[src/rtl/rv32_wb_arbiter_if.sv]
// Writeback arbiter bus: per-channel writeback request channels plus the
// single register-file write port.
interface rv32_wb_arbiter_if #(
  parameter int NUM_PORTS = 2
);
  logic [NUM_PORTS-1:0]    in_valid;
  logic [NUM_PORTS-1:0]    in_ready;
  logic [NUM_PORTS*5-1:0]  in_rd;
  logic [NUM_PORTS*32-1:0] in_data;
  logic [NUM_PORTS-1:0]    in_is_load;
  logic [NUM_PORTS*3-1:0]  in_mem_op;
  logic [NUM_PORTS*2-1:0]  in_addr_lo;
  logic                    reg_write;
  logic [4:0]              rd;
  logic [31:0]             wb_data;
  logic                    busy;

  modport master (
    output in_valid, in_rd, in_data, in_is_load, in_mem_op, in_addr_lo,
    input  in_ready, reg_write, rd, wb_data, busy
  );

  modport slave (
    input  in_valid, in_rd, in_data, in_is_load, in_mem_op, in_addr_lo,
    output in_ready, reg_write, rd, wb_data, busy
  );
endinterface

[src/rtl/rv32_wb_arbiter.sv]
// Round-robin writeback arbiter: per-channel FIFOs feeding one register-file
// write port, with load byte/halfword extraction applied on the way out.
module rv32_wb_arbiter #(
  parameter int NUM_PORTS   = 2,
  parameter int QUEUE_DEPTH = 2
) (
  input logic              clk,
  input logic              rst,
  rv32_wb_arbiter_if.slave bus
);
  localparam int PW = (QUEUE_DEPTH > 1) ? $clog2(QUEUE_DEPTH) : 1;
  localparam int CW = $clog2(QUEUE_DEPTH + 1);
  localparam int AW = (NUM_PORTS > 1) ? $clog2(NUM_PORTS) : 1;

  typedef struct packed {
    logic [4:0]  rd;
    logic [31:0] data;
    logic        is_load;
    logic [2:0]  mem_op;
    logic [1:0]  addr_lo;
  } entry_t;

  entry_t               mem    [NUM_PORTS][QUEUE_DEPTH];
  logic [PW-1:0]        wr_ptr [NUM_PORTS];
  logic [PW-1:0]        rd_ptr [NUM_PORTS];
  logic [CW-1:0]        count  [NUM_PORTS];
  logic [AW-1:0]        rr_ptr;
  logic [NUM_PORTS-1:0] full;
  logic [NUM_PORTS-1:0] nonempty;
  logic [NUM_PORTS-1:0] push;
  logic [NUM_PORTS-1:0] pop;
  logic                 grant_vld;
  logic [AW-1:0]        grant_idx;
  entry_t               head;
  logic [31:0]          fixed;
  logic                 reg_write_q;
  logic [4:0]           rd_q;
  logic [31:0]          wb_data_q;

  function automatic logic [PW-1:0] q_next(input logic [PW-1:0] p);
    return (p == PW'(QUEUE_DEPTH - 1)) ? '0 : p + PW'(1);
  endfunction

  function automatic logic [AW-1:0] port_next(input logic [AW-1:0] p);
    return (p == AW'(NUM_PORTS - 1)) ? '0 : p + AW'(1);
  endfunction

  always_comb begin
    for (int unsigned i = 0; i < NUM_PORTS; i++) begin
      full[i]     = (count[i] == CW'(QUEUE_DEPTH));
      nonempty[i] = (count[i] != '0);
    end
  end

  // Ready depends only on registered occupancy; rst forces it low while held.
  assign bus.in_ready = ~full & {NUM_PORTS{~rst}};
  assign push         = bus.in_valid & bus.in_ready;

  always_comb begin
    logic [AW-1:0] idx;
    grant_vld = 1'b0;
    grant_idx = rr_ptr;
    idx       = rr_ptr;
    for (int unsigned k = 0; k < NUM_PORTS; k++) begin
      if (!grant_vld && nonempty[idx]) begin
        grant_vld = 1'b1;
        grant_idx = idx;
      end
      idx = port_next(idx);
    end
  end

  always_comb begin
    for (int unsigned i = 0; i < NUM_PORTS; i++)
      pop[i] = grant_vld && (grant_idx == AW'(i));
  end

  assign head = mem[grant_idx][rd_ptr[grant_idx]];

  always_comb begin
    logic [7:0]  b;
    logic [15:0] h;
    b     = 8'(head.data >> {head.addr_lo, 3'b000});
    h     = 16'(head.data >> {head.addr_lo[1], 4'b0000});
    fixed = head.data;
    if (head.is_load) begin
      case (head.mem_op)
        3'b000:  fixed = {{24{b[7]}}, b};
        3'b100:  fixed = {24'h0, b};
        3'b001:  fixed = {{16{h[15]}}, h};
        3'b101:  fixed = {16'h0, h};
        default: fixed = head.data;
      endcase
    end
  end

  always_ff @(posedge clk) begin
    for (int unsigned i = 0; i < NUM_PORTS; i++) begin
      if (push[i])
        mem[i][wr_ptr[i]] <= '{rd:      bus.in_rd[5*i +: 5],
                               data:    bus.in_data[32*i +: 32],
                               is_load: bus.in_is_load[i],
                               mem_op:  bus.in_mem_op[3*i +: 3],
                               addr_lo: bus.in_addr_lo[2*i +: 2]};
    end
  end

  always_ff @(posedge clk or posedge rst) begin
    if (rst) begin
      for (int unsigned i = 0; i < NUM_PORTS; i++) begin
        wr_ptr[i] <= '0;
        rd_ptr[i] <= '0;
        count[i]  <= '0;
      end
      rr_ptr      <= '0;
      reg_write_q <= 1'b0;
      rd_q        <= '0;
      wb_data_q   <= '0;
    end else begin
      for (int unsigned i = 0; i < NUM_PORTS; i++) begin
        if (push[i]) wr_ptr[i] <= q_next(wr_ptr[i]);
        if (pop[i])  rd_ptr[i] <= q_next(rd_ptr[i]);
        if (push[i] && !pop[i])
          count[i] <= count[i] + CW'(1);
        else if (pop[i] && !push[i])
          count[i] <= count[i] - CW'(1);
      end
      if (grant_vld) begin
        rr_ptr      <= port_next(grant_idx);
        reg_write_q <= (head.rd != 5'd0);
        rd_q        <= head.rd;
        wb_data_q   <= fixed;
      end else begin
        reg_write_q <= 1'b0;
      end
    end
  end

  assign bus.reg_write = reg_write_q;
  assign bus.rd        = rd_q;
  assign bus.wb_data   = wb_data_q;
  assign bus.busy      = (|nonempty) | reg_write_q;
endmodule

[src/flat_wrapper.sv]
// flat-port wrapper written by rule: the top's interface ports become plain ports
module rv32_wb_arbiter_flat 
#(
  parameter int NUM_PORTS   = 2,
  parameter int QUEUE_DEPTH = 2
)
  (clk, rst, bus_in_valid, bus_in_rd, bus_in_data, bus_in_is_load, bus_in_mem_op, bus_in_addr_lo, bus_in_ready, bus_reg_write, bus_rd, bus_wb_data, bus_busy);
  rv32_wb_arbiter_if #(.NUM_PORTS(NUM_PORTS)) bus_i ();
  input logic clk;
  input logic rst;
  input wire logic [$bits(bus_i.in_valid)-1:0] bus_in_valid;
  input wire logic [$bits(bus_i.in_rd)-1:0] bus_in_rd;
  input wire logic [$bits(bus_i.in_data)-1:0] bus_in_data;
  input wire logic [$bits(bus_i.in_is_load)-1:0] bus_in_is_load;
  input wire logic [$bits(bus_i.in_mem_op)-1:0] bus_in_mem_op;
  input wire logic [$bits(bus_i.in_addr_lo)-1:0] bus_in_addr_lo;
  output wire logic [$bits(bus_i.in_ready)-1:0] bus_in_ready;
  output wire logic [$bits(bus_i.reg_write)-1:0] bus_reg_write;
  output wire logic [$bits(bus_i.rd)-1:0] bus_rd;
  output wire logic [$bits(bus_i.wb_data)-1:0] bus_wb_data;
  output wire logic [$bits(bus_i.busy)-1:0] bus_busy;
  assign bus_i.in_valid = bus_in_valid;
  assign bus_i.in_rd = bus_in_rd;
  assign bus_i.in_data = bus_in_data;
  assign bus_i.in_is_load = bus_in_is_load;
  assign bus_i.in_mem_op = bus_in_mem_op;
  assign bus_i.in_addr_lo = bus_in_addr_lo;
  assign bus_in_ready = bus_i.in_ready;
  assign bus_reg_write = bus_i.reg_write;
  assign bus_rd = bus_i.rd;
  assign bus_wb_data = bus_i.wb_data;
  assign bus_busy = bus_i.busy;
  rv32_wb_arbiter #(.NUM_PORTS(NUM_PORTS), .QUEUE_DEPTH(QUEUE_DEPTH)) u_core (.clk(clk), .rst(rst), .bus(bus_i));
endmodule
[config.mk]
export PLATFORM = sky130hd
export DESIGN_NAME = rv32_wb_arbiter_flat
export DESIGN_NICKNAME = d
export VERILOG_FILES = /design/src/rtl/rv32_wb_arbiter_if.sv /design/src/rtl/rv32_wb_arbiter.sv /design/src/flat_wrapper.sv
export SDC_FILE = /design/constraint.sdc
export NUM_CORES = 1
export LEC_CHECK = 0
export BUFFER_PORTS_ARGS = -buffer_cell sky130_fd_sc_hd__buf_2
export CAP_MARGIN = 30
export CORE_ASPECT_RATIO = 1.25
export CORE_MARGIN = 4
export CORE_UTILIZATION = 42
export DETAILED_ROUTE_END_ITERATION = 16
export PLACE_DENSITY = 0.65
export SLEW_MARGIN = 20
export SYNTH_ARGS = -nofsm -noshare
export SYNTH_HDL_FRONTEND = slang
export SYNTH_SLANG_ARGS = --single-unit
[constraint.sdc]
create_clock -name clk -period 3.34 [get_ports clk]
set_clock_uncertainty 0.15 [all_clocks]
set_input_delay 0.501 -clock clk [delete_from_list [all_inputs] [get_ports clk]]
set_output_delay 0.501 -clock clk [all_outputs]
set_load 0.005 [all_outputs]
==> results of run 1 <==
## path summary, 6_finish.rpt
check	start	to	slack [ns]
max	u_core.count[1]$_DFFE_PP0P_	u_core.bus.wb_data[4]$_DFFE_PP0N_	0.26
max in group asynchronous	rst	u_core.bus.wb_data[21]$_DFFE_PP0N_	2.14
max reg2reg	u_core.count[1]$_DFFE_PP0P_	u_core.bus.wb_data[4]$_DFFE_PP0N_	0.26
min in group asynchronous	rst	u_core.count[2]$_DFFE_PP0P_	0.39
min	bus_in_data[29]	u_core.mem[0][78]$_DFFE_PP_	0.04
min reg2reg	u_core.bus.rd[0]$_DFFE_PP0N_	u_core.bus.rd[0]$_DFFE_PP0N_	0.31
## cell type report
| cell class | instances | area [µm²] | area share (%) |
|---|---|---|---|
| flip-flops and latches | 219 | 6340 | 58.1 |
| well taps | 279 | 349 | 3.20 |
| clock inverters | 11 | 82.6 | 0.757 |
| inverters | 7 | 26.3 | 0.241 |
| repair buffers | 155 | 891 | 8.16 |
| multi-input cells | 384 | 2610 | 23.9 |
| clock buffers | 30 | 612 | 5.61 |
## placed cells by master (no fill, tap or decap), drive strengths merged, types with 4 or more instances in the layout
cell type / Yosys / final
mux2i: 75 / 75
a21oi: 28 / 28
clkinv: 0 / 8
and3: 7 / 7
dfrtp: 47 / 47
nand2: 72 / 72
nor2: 28 / 28
xor2: 4 / 4
clkbuf: 17 / 30
o22ai: 10 / 10
a31oi: 5 / 5
a221oi: 4 / 4
o211ai: 4 / 4
nand3: 13 / 13
o311a: 4 / 4
xnor2: 6 / 6
buf: 23 / 154
inv: 7 / 7
mux2: 26 / 26
o21ai: 70 / 70
edfxtp: 172 / 172
nor2b: 4 / 4
## where the power goes
group	switching (mW)	internal, mW	leakage [nW]
Sequential	0.373	3.60	2.12
Combinational	3.40	2.40	1.83
Clock	0.989	1.37	0.339
## worst max-delay path, cell delays in order (launching register included)
cell and delay, ns:
dfrtp_1 0.51, nor3_4 0.35, o211ai_2 0.13, and2_2 0.33
o311ai_4 0.40, buf_4 0.33, mux2i_1 0.29, o21ai_0 0.17
a221oi_1 0.31
## flip-flops by register name, indices dropped and copies added, names as in the netlist
signal,count
u_core.mem,172
u_core.bus.reg_write,1
u_core.rd_ptr,2
u_core.bus.rd,5
u_core.wr_ptr,2
u_core.count,4
u_core.rr_ptr,1
u_core.bus.wb_data,32
## metrics by stage
stage / util (%) / hold WS (ns) / instances / setup slack [ns] / total power [mW]
floorplan: - / 0.310 / 650 / 0.0735 / 8.13
global placement: 47.4 / 0.299 / 1042 / 0.264 / 9.75
detailed placement: 47.5 / 0.304 / 1043 / 0.158 / 9.85
CTS: 50.8 / 0.0163 / 1085 / 0.130 / 12.2
global route: 50.8 / 0.0211 / 1085 / 0.0529 / 13.0
finish: 50.8 / 0.0381 / 1085 / 0.256 / 12.1
## timing repair
item                                   CTS  global route
endpoints found under the hold margin   14             0
setup endpoints to repair                0            21
hold buffers                             1             0
gates resized for setup                  0             2
## kinds of logic (layout without fill, tap and decap cells)
kind of cell,after synthesis,in the layout,synth area share [%]
flops,219,219,69.3
fa+ha+maj,2,2,0.273
compound gates,133,133,8.82
xor+xnor,10,10,0.957
buf+inv,47,203,2.47
mux,101,101,11.5
simple gates,138,138,6.66
## metal layers
| layer | vias to the layer above | global-route usage, % |
|---|---|---|
| li1 | 2695 | - |
| met1 | 2807 | 22.3 |
| met2 | 205 | 30.0 |
| met3 | 28 | 4.34 |
| met4 | 0 | 4.64 |
| met5 | - | 0 |
==> summary.md, run 1 <==
| Metric | Value |
|---|---|
| Outcome | `completed` |
| Final setup TNS | `0 ns` |
| WL met2 | `10700 µm` |
| Clk pin slew, worst setup/hold paths | `0.06 ns` |
| Met1 Wirelength | `8780 µm` |
| Routability Congestion | `between 0.8 and 0.9` |
| Mapped Avg Cell Area | `14.1 µm²` |
| Max-slew headroom | `between 50% and 60%` |
| CTS tree | `built` |
| Largest net degree at the start of global routing | `between 40 and 50` |
| Worst min-delay path class | `input pin to register` |
| Final WL | `around 22000 µm` |
| Met3 Routed Length | `roughly 1600 µm` |
| Crit path capture type | `register` |
| Worst Path Required | `3.59 ns` |
| Area Growth Syn to Fin | `19.2%` |
| Library cells used by synthesis | `44` |
| Ranking of synthesized cells by area | `edfxtp_1 (56%), dfrtp_1 (13%), mux2i_1 (8.1%)` |
| Initial Util | `about 43%` |
| CTS root buf | `clkbuf_16` |
| RSZ-0062 raised after global routing | `false` |
| Crit path max fanout | `16` |
| Post-route clock period utilization | `a little over 90%` |
| Worst Path Arrival | `3.33 ns` |
| Core footprint | `21500 µm²` |
| Ant diodes | `0` |
| Highest metal used | `met4` |
| DR vias/cell | `~5.3` |
| Dpl hpwl | `between 10000 and 15000 µm` |
| Startpoint Class | `register` |
| Count of final max-slew check failures | `0` |
| Die area | `~24000 µm²` |
| First-pass GRT wire length | `around 33000 µm` |
| Number of synthesized flops with an enable pin | `around 170` |
| Port bufs | `130` |
| Iter 0 DRT Violations | `a little over 400` |
| Total CTS buffers | `23` |
| Avg WL per Cell | `~20 µm` |
| Post-place instance area | `between 10000 and 15000 µm²` |
| Async set or reset register ratio after synthesis | `21.5%` |
| Synthesized instance count | `650` |
| Commonest cells in the netlist | `edfxtp_1 (172), mux2i_1 (74), nand2_1 (72)` |
| Seq/Total Area, Yosys | `69.3%` |
| Gr ovfl total | `0` |
| Crit Path Category | `register to register` |
| Rows | `60` |
| Worst-Skew Late Latency | `0.50 ns` |
| Reg2Reg Depth | `8` |
| Die Span X | `between 100 and 150 µm` |
| Vias | `5735` |
| WHS Path Cells | `1` |
| Antenna violations before repair | `0` |
| Number of I/O pins | `between 100 and 150` |
| Final non-filler cell area | `10900 µm²` |
| Die height | `between 150 and 200 µm` |
| Yosys warnings | `0` |
| Clk sinks | `approximately 220` |
| DRC | `0` |
| Mapped Nets | `742` |
| # fillers | `approximately 1.9k` |
| Leakage | `between 4 and 5 nW` |
| Final #Nets | `roughly 880` |
| Final hold vios | `0` |
| Share of Yosys cell area claimed by the top area cell type | `a little under three fifths` |
| Post-synth top area cell | `edfxtp_1` |
| Minimum clock period | `~3 ns` |
| Setup bufs post-CTS | `0` |
| Predominant post-synthesis flop cell | `edfxtp_1` |
| Max cap viols | `0` |
| CTS HTree Levels | `1` |
| Vias in the first global route | `between 5k and 6k` |
| CTS Buffer Depth | `3` |
| Setup Viol. Count Final | `0` |
| IR drop worst, VDD | `~590 µV` |
| PD cells | `about 1100 nW/µm²` |
| Pre-Repair DR Iteration Count | `5` |
| Layout cell share with drive strength beyond 1 | `between 20% and 30%` |
| Final ANT Viol Nets | `0` |
| Mapped cell area | `9150 µm²` |
| Total Routing Usage GR | `approximately 17%` |
| Most instantiated library cell after synthesis | `edfxtp_1` |
| Worst slew pin tran | `~0.60 ns` |
| Max frequency | `approximately 320 MHz` |
| FF+latch count, synth | `~220` |
Note: power is estimated with default switching activity, not from simulation.
==> run 2: changes to the inputs <==
--- a/config.mk
+++ b/config.mk
@@ -11,7 +11,8 @@
 export CORE_MARGIN = 4
 export CORE_UTILIZATION = 42
 export DETAILED_ROUTE_END_ITERATION = 16
-export PLACE_DENSITY = 0.65
+export HOLD_SLACK_MARGIN = 0.1
+export PLACE_DENSITY_LB_ADDON = 0.15
 export SLEW_MARGIN = 20
 export SYNTH_ARGS = -nofsm -noshare
 export SYNTH_HDL_FRONTEND = slang
==> summary.md, run 2 (synthesis results as in run 1) <==
| Metric | Value |
|---|---|
| CTS Buffer Depth | `3 (unchanged)` |
| Count of final max-slew check failures | `0 (unchanged)` |
| Clk pin slew, worst setup/hold paths | `0.06 ns (about the same)` |
| CP max stage delay | `0.54 ns (was 0.51 ns)` |
| Max cap viols | `0 (unchanged)` |
| Leakage | `4.69 nW (was 4.29 nW)` |
| Final #Nets | `969 (was 882)` |
| Post-route clock period utilization | `88.6% (was 92.3%)` |
| Internal Power | `7.70 mW (was 7.36 mW)` |
| Number of I/O pins | `131 (unchanged)` |
| IR drop worst, VDD | `604 µV (was 586 µV)` |
| Layout cell share with drive strength beyond 1 | `26.0% (was 28.7%)` |
| Vias in the first global route | `6418 (was 5897)` |
| Slowest-stage cell, CP | `mux2i_1 (was dfrtp_1)` |
| Final hold vios | `0 (unchanged)` |
| Outcome | `completed (unchanged)` |
| Most frequent cells in the layout | `edfxtp_1 (172), buf_2 (130), dlygate4sd3_1 (87) (was edfxtp_1 (172), buf_2 (130), mux2i_1 (73))` |
| DRC | `0 (unchanged)` |
| Met1 Wirelength | `9110 µm (was 8780 µm)` |
| Startpoint Class | `register (unchanged)` |
| Final setup TNS | `0 ns (unchanged)` |
| DR vias/cell | `5.17 (was 5.29)` |
| Port bufs | `130 (unchanged)` |
| Gr ovfl total | `0 (unchanged)` |
| CTS HTree Levels | `1 (unchanged)` |
| Die height | `173 µm (unchanged)` |
| Area Growth Syn to Fin | `29.6% (was 19.2%)` |
| Sequential cell area | `6340 µm² (unchanged)` |
| WL met2 | `12000 µm (was 10700 µm)` |
| Final WL | `22900 µm (was 21500 µm)` |
| Total CTS buffers | `23 (unchanged)` |
| Comb power frac | `47.8% (about the same)` |
| Crit path max fanout | `9 (was 16)` |
| Minimum clock period | `2.96 ns (was 3.08 ns)` |
| Clk pwr share | `20.6% (was 19.4%)` |
| Clk sinks | `219 (unchanged)` |
| Crit path capture type | `register (unchanged)` |
| Crit Path Category | `register to register (unchanged)` |
| Footprint of the multi-input gates | `2610 µm² (about the same)` |
| Net Switching | `4.85 mW (was 4.77 mW)` |
| Reg power frac | `31.6% (was 32.8%)` |
| RSZ-0062 raised after global routing | `false (unchanged)` |
| Setup bufs post-CTS | `0 (unchanged)` |
| Routability Congestion | `0.831 (was 0.843)` |
| Worst Path Arrival | `3.23 ns (was 3.33 ns)` |
| Setup Viol. Count Final | `0 (unchanged)` |
| Worst min-delay path class | `input pin to register (unchanged)` |
| Max FFs per register | `172 (unchanged)` |
| Initial Util | `42.6% (unchanged)` |
| Die Span X | `140 µm (unchanged)` |
| Antenna violations before repair | `0 (unchanged)` |
| Worst slew pin tran | `0.712 ns (was 0.603 ns)` |
| CTS root buf | `clkbuf_16 (unchanged)` |
| Fin Hold WS | `0.221 ns (was 0.0381 ns)` |
| Met3 Routed Length | `1190 µm (was 1610 µm)` |
| CP Cell Sequence | `nor3_4 > o211ai_2 > and2_1 > o311ai_4 > mux2i_1 > a32oi_2 > a21oi_1 (was nor3_4 > o211ai_2 > and2_2 > o311ai_4 > buf_4 > mux2i_1 > o21ai_0 > a221oi_1)` |
| Final ANT Viol Nets | `0 (unchanged)` |
| PD cells | `1060 nW/µm² (was 1110 nW/µm²)` |
| Iter 0 DRT Violations | `391 (was 414)` |
| Highest metal used | `met4 (unchanged)` |
| Largest net degree at the start of global routing | `44 (unchanged)` |
| Max frequency | `338 MHz (was 324 MHz)` |
| Ant diodes | `0 (unchanged)` |
| Switching Fraction | `38.6% (was 39.3%)` |
| Most common cell after layout, fill and taps aside | `edfxtp_1 (unchanged)` |
| Dpl hpwl | `15400 µm (was 15000 µm)` |
| # fillers | `1831 (was 1899)` |
| Avg WL per Cell | `19.5 µm (was 19.9 µm)` |
| CTS tree | `built (unchanged)` |
| Max-slew headroom | `52.5% (was 59.8%)` |
| Pre-Repair DR Iteration Count | `5 (unchanged)` |
| Worst Path Required | `3.61 ns (was 3.59 ns)` |
| Core footprint | `21500 µm² (unchanged)` |
| First-pass GRT wire length | `35300 µm (was 33300 µm)` |
| Total Routing Usage GR | `18.5% (was 17.5%)` |
| Vias | `6055 (was 5735)` |
| # resized after CTS | `0 (unchanged)` |
| Worst-Skew Late Latency | `0.50 ns (about the same)` |
| Rows | `60 (unchanged)` |
| Die area | `24200 µm² (unchanged)` |
==> run 2: cell count changes in the layout (fill, tap and decap cells not counted) <==
cell	previous run	this run
dlygate4sd3_1	1	87
clkbuf_1	6	3
bufinv_16	1	4
clkinv_2	6	7
o21a_1	0	1
and2_1	2	3
and2_2	1	0
clkbuf_8	1	0
clkinvlp_4	2	1
clkinv_1	2	3
o21a_2	1	0
buf_12	4	5
==> run 2: cell type report <==
| type | instances | share of cell area [%] |
|---|---|---|
| Clock buffer | 26 | 4.95 |
| Clock inverter | 15 | 1.47 |
| Inverter | 7 | 0.222 |
| Multi-Input combinational cell | 384 | 22.0 |
| Sequential cell | 219 | 53.5 |
| Tap cell | 279 | 2.94 |
| Timing Repair Buffer | 242 | 14.9 |
==> run 2: metal layers <==
layer | up-vias | GRT usage [%]
li1 | 2873 | -
met1 | 2948 | 23.3
met2 | 192 | 33.3
met3 | 42 | 2.66
met4 | 0 | 4.89
met5 | - | 0
==> run 2: worst paths after layout <==
path / from / endpoint / slack, ns / depth (start not counted)
worst max-delay path: u_core.count[1]$_DFFE_PP0P_ / u_core.bus.wb_data[10]$_DFFE_PP0N_ / 0.38 / 7
worst min-delay path: bus_in_valid[0] / u_core.wr_ptr[1]$_DFFE_PP0P_ / 0.22 / 3
worst max register to register: u_core.count[1]$_DFFE_PP0P_ / u_core.bus.wb_data[10]$_DFFE_PP0N_ / 0.38 / 7
worst min register to register: u_core.bus.rd[4]$_DFFE_PP0N_ / u_core.bus.rd[4]$_DFFE_PP0N_ / 0.32 / 2
max in group asynchronous: rst / u_core.bus.wb_data[6]$_DFFE_PP0N_ / 2.11 / 4
min in group asynchronous: rst / u_core.count[3]$_DFFE_PP0P_ / 0.41 / 3
==> run 2: stage by stage <==
stage / instances / power, mW / cell area (µm²) / utilization (%) / worst slack [ns]
final: 1172 / 12.5 / 11900 / 55.2 / 0.381
after global routing: 1172 / 13.4 / 11900 / 55.2 / 0.137
after CTS: 1172 / 12.7 / 11900 / 55.2 / 0.387
after detailed placement: 1044 / 10.0 / 10200 / 47.6 / 0.402
after global placement: 1043 / 9.88 / 10200 / 47.5 / 0.478
after floorplan: 650 / 8.13 / 9160 / - / 0.0735
==> run 2: repair_timing <==
| item | CTS | global route |
|---|---|---|
| hold buffers | 87 | 0 |
| endpoints found under the setup margin | 0 | 0 |
| hold endpoints to repair | 187 | 0 |
==> run 2: critical path: cells and delay by family, from the launching register on <==
kind,cells,cell delay (ns)
AND/OR/NAND/NOR,2,0.62
AO/OA/AOI/OAI,4,1.05
multiplexers,1,0.54
flip-flops,1,0.50
==> run 2: power groups by stage <==
stage                     sequential [mW]  combinational, mW  clock, mW
after global routing                 4.02               6.64       2.75
after floorplan                      3.86               4.26          0
after detailed placement             4.02               5.98          0
after global placement               4.00               5.88          0
final                                3.97               5.99       2.58
after CTS                            3.98               6.09       2.63
==> run 3: changes to the inputs <==
--- a/config.mk
+++ b/config.mk
@@ -5,6 +5,7 @@
 export SDC_FILE = /design/constraint.sdc
 export NUM_CORES = 1
 export LEC_CHECK = 0
+export ABC_AREA = 1
 export BUFFER_PORTS_ARGS = -buffer_cell sky130_fd_sc_hd__buf_2
 export CAP_MARGIN = 30
 export CORE_ASPECT_RATIO = 1.25
==> summary.md, run 3 <==
| Metric | Value |
|---|---|
| Ant diodes | `0 (unchanged)` |
| R2r endpoint | `u_core.bus.wb_data[29]$_DFFE_PP0N_ (was u_core.bus.wb_data[10]$_DFFE_PP0N_)` |
| Crit path max fanout | `27 (was 9)` |
| Async set or reset register ratio after synthesis | `21.5% (unchanged)` |
| Net Switching | `5.80 mW (was 4.85 mW)` |
| Die area | `25100 µm² (was 24200 µm²)` |
| Leakage | `5.20 nW (was 4.69 nW)` |
| Worst min-delay path class | `input pin to register (unchanged)` |
| DR vias/cell | `4.86 (was 5.17)` |
| Startpoint Class | `register (unchanged)` |
| WHS Path Cells | `3 (unchanged)` |
| Dpl ws | `0.439 ns (was 0.402 ns)` |
| Mapped Avg Cell Area | `10.3 µm² (was 14.1 µm²)` |
| Post-synth top area cell | `edfxtp_1 (unchanged)` |
| Slowest-stage cell, CP | `dfrtp_1 (was mux2i_1)` |
| Post-route clock period utilization | `87.4% (was 88.6%)` |
| Max cap viols | `0 (unchanged)` |
| Ranking of synthesized cells by area | `edfxtp_1 (54%), nand2_1 (15%), dfrtp_1 (12%) (was edfxtp_1 (56%), dfrtp_1 (13%), mux2i_1 (8.1%))` |
| Total CTS buffers | `23 (unchanged)` |
| Core footprint | `22300 µm² (was 21500 µm²)` |
| Worst-Skew Late Latency | `0.51 ns (was 0.50 ns)` |
| Predominant post-synthesis flop cell | `edfxtp_1 (unchanged)` |
| CP dominant cell by count | `nand2_1` |
| Final ANT Viol Nets | `0 (unchanged)` |
| Final non-filler cell area | `12000 µm² (was 11900 µm²)` |
| Most common cell after layout, fill and taps aside | `nand2_1 (was edfxtp_1)` |
| Most instantiated library cell after synthesis | `nand2_1 (was edfxtp_1)` |
| Area Growth Syn to Fin | `26.5% (was 29.6%)` |
| R2R setup slack | `0.42 ns (was 0.38 ns)` |
| Mapped Nets | `1016 (was 742)` |
| Outcome | `completed (unchanged)` |
| Count of final max-slew check failures | `0 (unchanged)` |
| Rows | `61 (was 60)` |
| Clk sinks | `219 (unchanged)` |
| Number of I/O pins | `131 (unchanged)` |
| Internal Power | `7.18 mW (was 7.70 mW)` |
| Comb power frac | `52.6% (was 47.8%)` |
| Dpl hpwl | `16000 µm (was 15400 µm)` |
| Crit path capture type | `register (unchanged)` |
| Clk pin slew, worst setup/hold paths | `0.06 ns (about the same)` |
| DRC | `0 (unchanged)` |
| Clk pwr share | `17.4% (was 20.6%)` |
| Worst slew pin tran | `0.560 ns (was 0.712 ns)` |
| Setup Viol. Count Final | `0 (unchanged)` |
| CP max stage delay | `0.43 ns (was 0.54 ns)` |
| Reg2Reg Depth | `14 (was 7)` |
| RSZ-0062 raised after global routing | `false (unchanged)` |
| Crit Path Category | `register to register (unchanged)` |
| Die height | `176 µm (was 173 µm)` |
| Final WL | `24000 µm (was 22900 µm)` |
| CTS Buffer Depth | `3 (unchanged)` |
| Hold Path Sink | `u_core.wr_ptr[1]$_DFFE_PP0P_ (unchanged)` |
| Die Span X | `142 µm (was 140 µm)` |
| Share of Yosys cell area claimed by the top area cell type | `54.4% (was 56.4%)` |
| Max-slew headroom | `62.7% (was 52.5%)` |
| # fillers | `1978 (was 1831)` |
| Iter 0 DRT Violations | `409 (was 391)` |
| Seq/Total Area, Yosys | `66.8% (was 69.3%)` |
| CTS HTree Levels | `1 (unchanged)` |
| Vias | `7016 (was 6055)` |
| Setup bufs post-CTS | `0 (unchanged)` |
| Largest net degree at the start of global routing | `60 (was 44)` |
| Number of synthesized flops with an enable pin | `172 (unchanged)` |
| Routability Congestion | `0.875 (was 0.831)` |
| CP Cell Sequence | `nor2_2 > nand2_4 > nand2_4 > nand2_1 > nand2_4 > nand2_1 > nand2_1 > buf_4 > nand2_1 > nand2_1 > nand2_1 > nand3_2 > nand2_4 > a21oi_1 (was nor3_4 > o211ai_2 > and2_1 > o311ai_4 > mux2i_1 > a32oi_2 > a21oi_1)` |
| Avg WL per Cell | `16.7 µm (was 19.5 µm)` |
| Max FFs per register | `172 (unchanged)` |
| Max frequency | `342 MHz (was 338 MHz)` |
| Final setup TNS | `0 ns (unchanged)` |
| PD cells | `1080 nW/µm² (was 1060 nW/µm²)` |
| CTS root buf | `clkbuf_16 (unchanged)` |
| Library cells used by synthesis | `31 (was 44)` |
| Fin Hold WS | `0.290 ns (was 0.221 ns)` |
| Post-place instance area | `10500 µm² (was 10200 µm²)` |
| Hold_sp | `bus_in_valid[0] (unchanged)` |
| Gr ovfl total | `0 (unchanged)` |
| Vias in the first global route | `7105 (was 6418)` |
| FF-to-FF Start | `u_core.count[3]$_DFFE_PP0P_ (was u_core.count[1]$_DFFE_PP0P_)` |
| Core Util, Final | `53.9% (was 55.2%)` |
| First-pass GRT wire length | `37800 µm (was 35300 µm)` |
| Final hold vios | `0 (unchanged)` |
| Port bufs | `130 (unchanged)` |
| Initial Util | `42.6% (about the same)` |
| Worst Path Arrival | `3.20 ns (was 3.23 ns)` |
| IR drop worst, VDD | `506 µV (was 604 µV)` |
| Antenna violations before repair | `0 (unchanged)` |
| Layout cell share with drive strength beyond 1 | `18.8% (was 26.0%)` |
| Setup ws final | `0.419 ns (was 0.381 ns)` |
| Inst Count DP | `1316 (was 1044)` |
| Reg power frac | `30.0% (was 31.6%)` |
| Final non-filler cell total | `1443 (was 1172)` |
| Yosys warnings | `0 (unchanged)` |
| Switching Fraction | `44.7% (was 38.6%)` |
| CTS tree | `built (unchanged)` |
| Worst Path Required | `3.62 ns (was 3.61 ns)` |
| Total Routing Usage GR | `19.3% (was 18.5%)` |
| Final #Nets | `1237 (was 969)` |
| Total power | `13.0 mW (was 12.5 mW)` |
| Minimum clock period | `2.92 ns (was 2.96 ns)` |
| Footprint of the multi-input gates | `2780 µm² (was 2610 µm²)` |
| Pre-Repair DR Iteration Count | `5 (unchanged)` |
| Sequential cell area | `6340 µm² (unchanged)` |
| FF+latch count, synth | `219 (unchanged)` |
| Synthesized instance count | `924 (was 650)` |
| Mapped cell area | `9490 µm² (was 9150 µm²)` |
| Most frequent cells in the layout | `nand2_1 (389), edfxtp_1 (172), buf_2 (130) (was edfxtp_1 (172), buf_2 (130), dlygate4sd3_1 (87))` |
| Commonest cells in the netlist | `nand2_1 (389), edfxtp_1 (172), nand3_1 (70) (was edfxtp_1 (172), mux2i_1 (74), nand2_1 (72))` |
run 3: cell count changes after synthesis, sizes merged, moves of 8 or more:
cell	previous run	this run
nand2	72	396
mux2i	75	0
nand3	13	72
o21ai	70	23
inv	7	42
mux2	26	0
a21oi	28	52
nor2	28	43
buf	23	34
o22ai	10	0
clkbuf	17	9
run 3: timing repair:
item / CTS / global route
gates resized for setup: 0 / 0
hold buffers: 87 / 0
hold endpoints to repair: 192 / 0
run 3: cell type report:
cell class              count  share of cell area [%]
flip-flops and latches    219                    52.8
clock buffers              30                    5.01
inverters                  42                    1.31
well taps                 283                    2.95
repair buffers            239                    14.4
clock inverters            10                   0.427
multi-input cells         620                    23.1
run 3: worst max-delay path: cells and delay by family (launching register included):
kind / cells / cell delay (ns)
buf+inv: 1 / 0.25
flops: 1 / 0.43
simple gates: 12 / 1.80
compound gates: 1 / 0.20
run 3: per-layer routing:
metal	track usage, %	part of all wire (%)	vias up
met5	0	0	-
met4	5.39	2.3	0
met3	3.03	5.8	39
met2	33.1	49	189
met1	25.4	43	3280
li1	-	-	3508
run 3: logic make-up after synthesis:
| logic type | after synthesis | share of synthesized area, % |
|---|---|---|
| and+or+nand+nor | 528 | 22.9 |
| DFF | 219 | 66.8 |
| buffers and inverters | 85 | 4.32 |
| AOI/OAI and AO/OA | 82 | 4.94 |
| xor gates and xnor gates | 8 | 0.738 |
| adders and majority gates | 2 | 0.264 |
run 3: worst max-delay path by stage:
stage	cells past startpoint	end	slack, ns	startpoint
6_report	14	u_core.bus.wb_data[29]$_DFFE_PP0N_	0.42	u_core.count[3]$_DFFE_PP0P_
5_1_grt	13	u_core.bus.wb_data[14]$_DFFE_PP0N_	0.12	u_core.count[3]$_DFFE_PP0P_
4_1_cts	14	u_core.bus.wb_data[29]$_DFFE_PP0N_	0.42	u_core.count[3]$_DFFE_PP0P_
3_5_place_dp	14	u_core.bus.wb_data[29]$_DFFE_PP0N_	0.44	u_core.count[3]$_DFFE_PP0P_
3_3_place_gp	13	u_core.bus.wb_data[8]$_DFFE_PP0N_	0.51	u_core.count[3]$_DFFE_PP0P_
2_1_floorplan	3	u_core.mem[0][0]$_DFFE_PP_	0.10	rst
run 3: power by group through the flow:
stage | sequential [mW] | combinational (mW) | clock (mW)
final | 3.90 | 6.83 | 2.26
after global routing | 3.95 | 7.77 | 2.43
after CTS | 3.90 | 6.90 | 2.32
after detailed placement | 3.95 | 6.79 | 0
after global placement | 3.95 | 6.72 | 0
after floorplan | 3.88 | 4.92 | 0
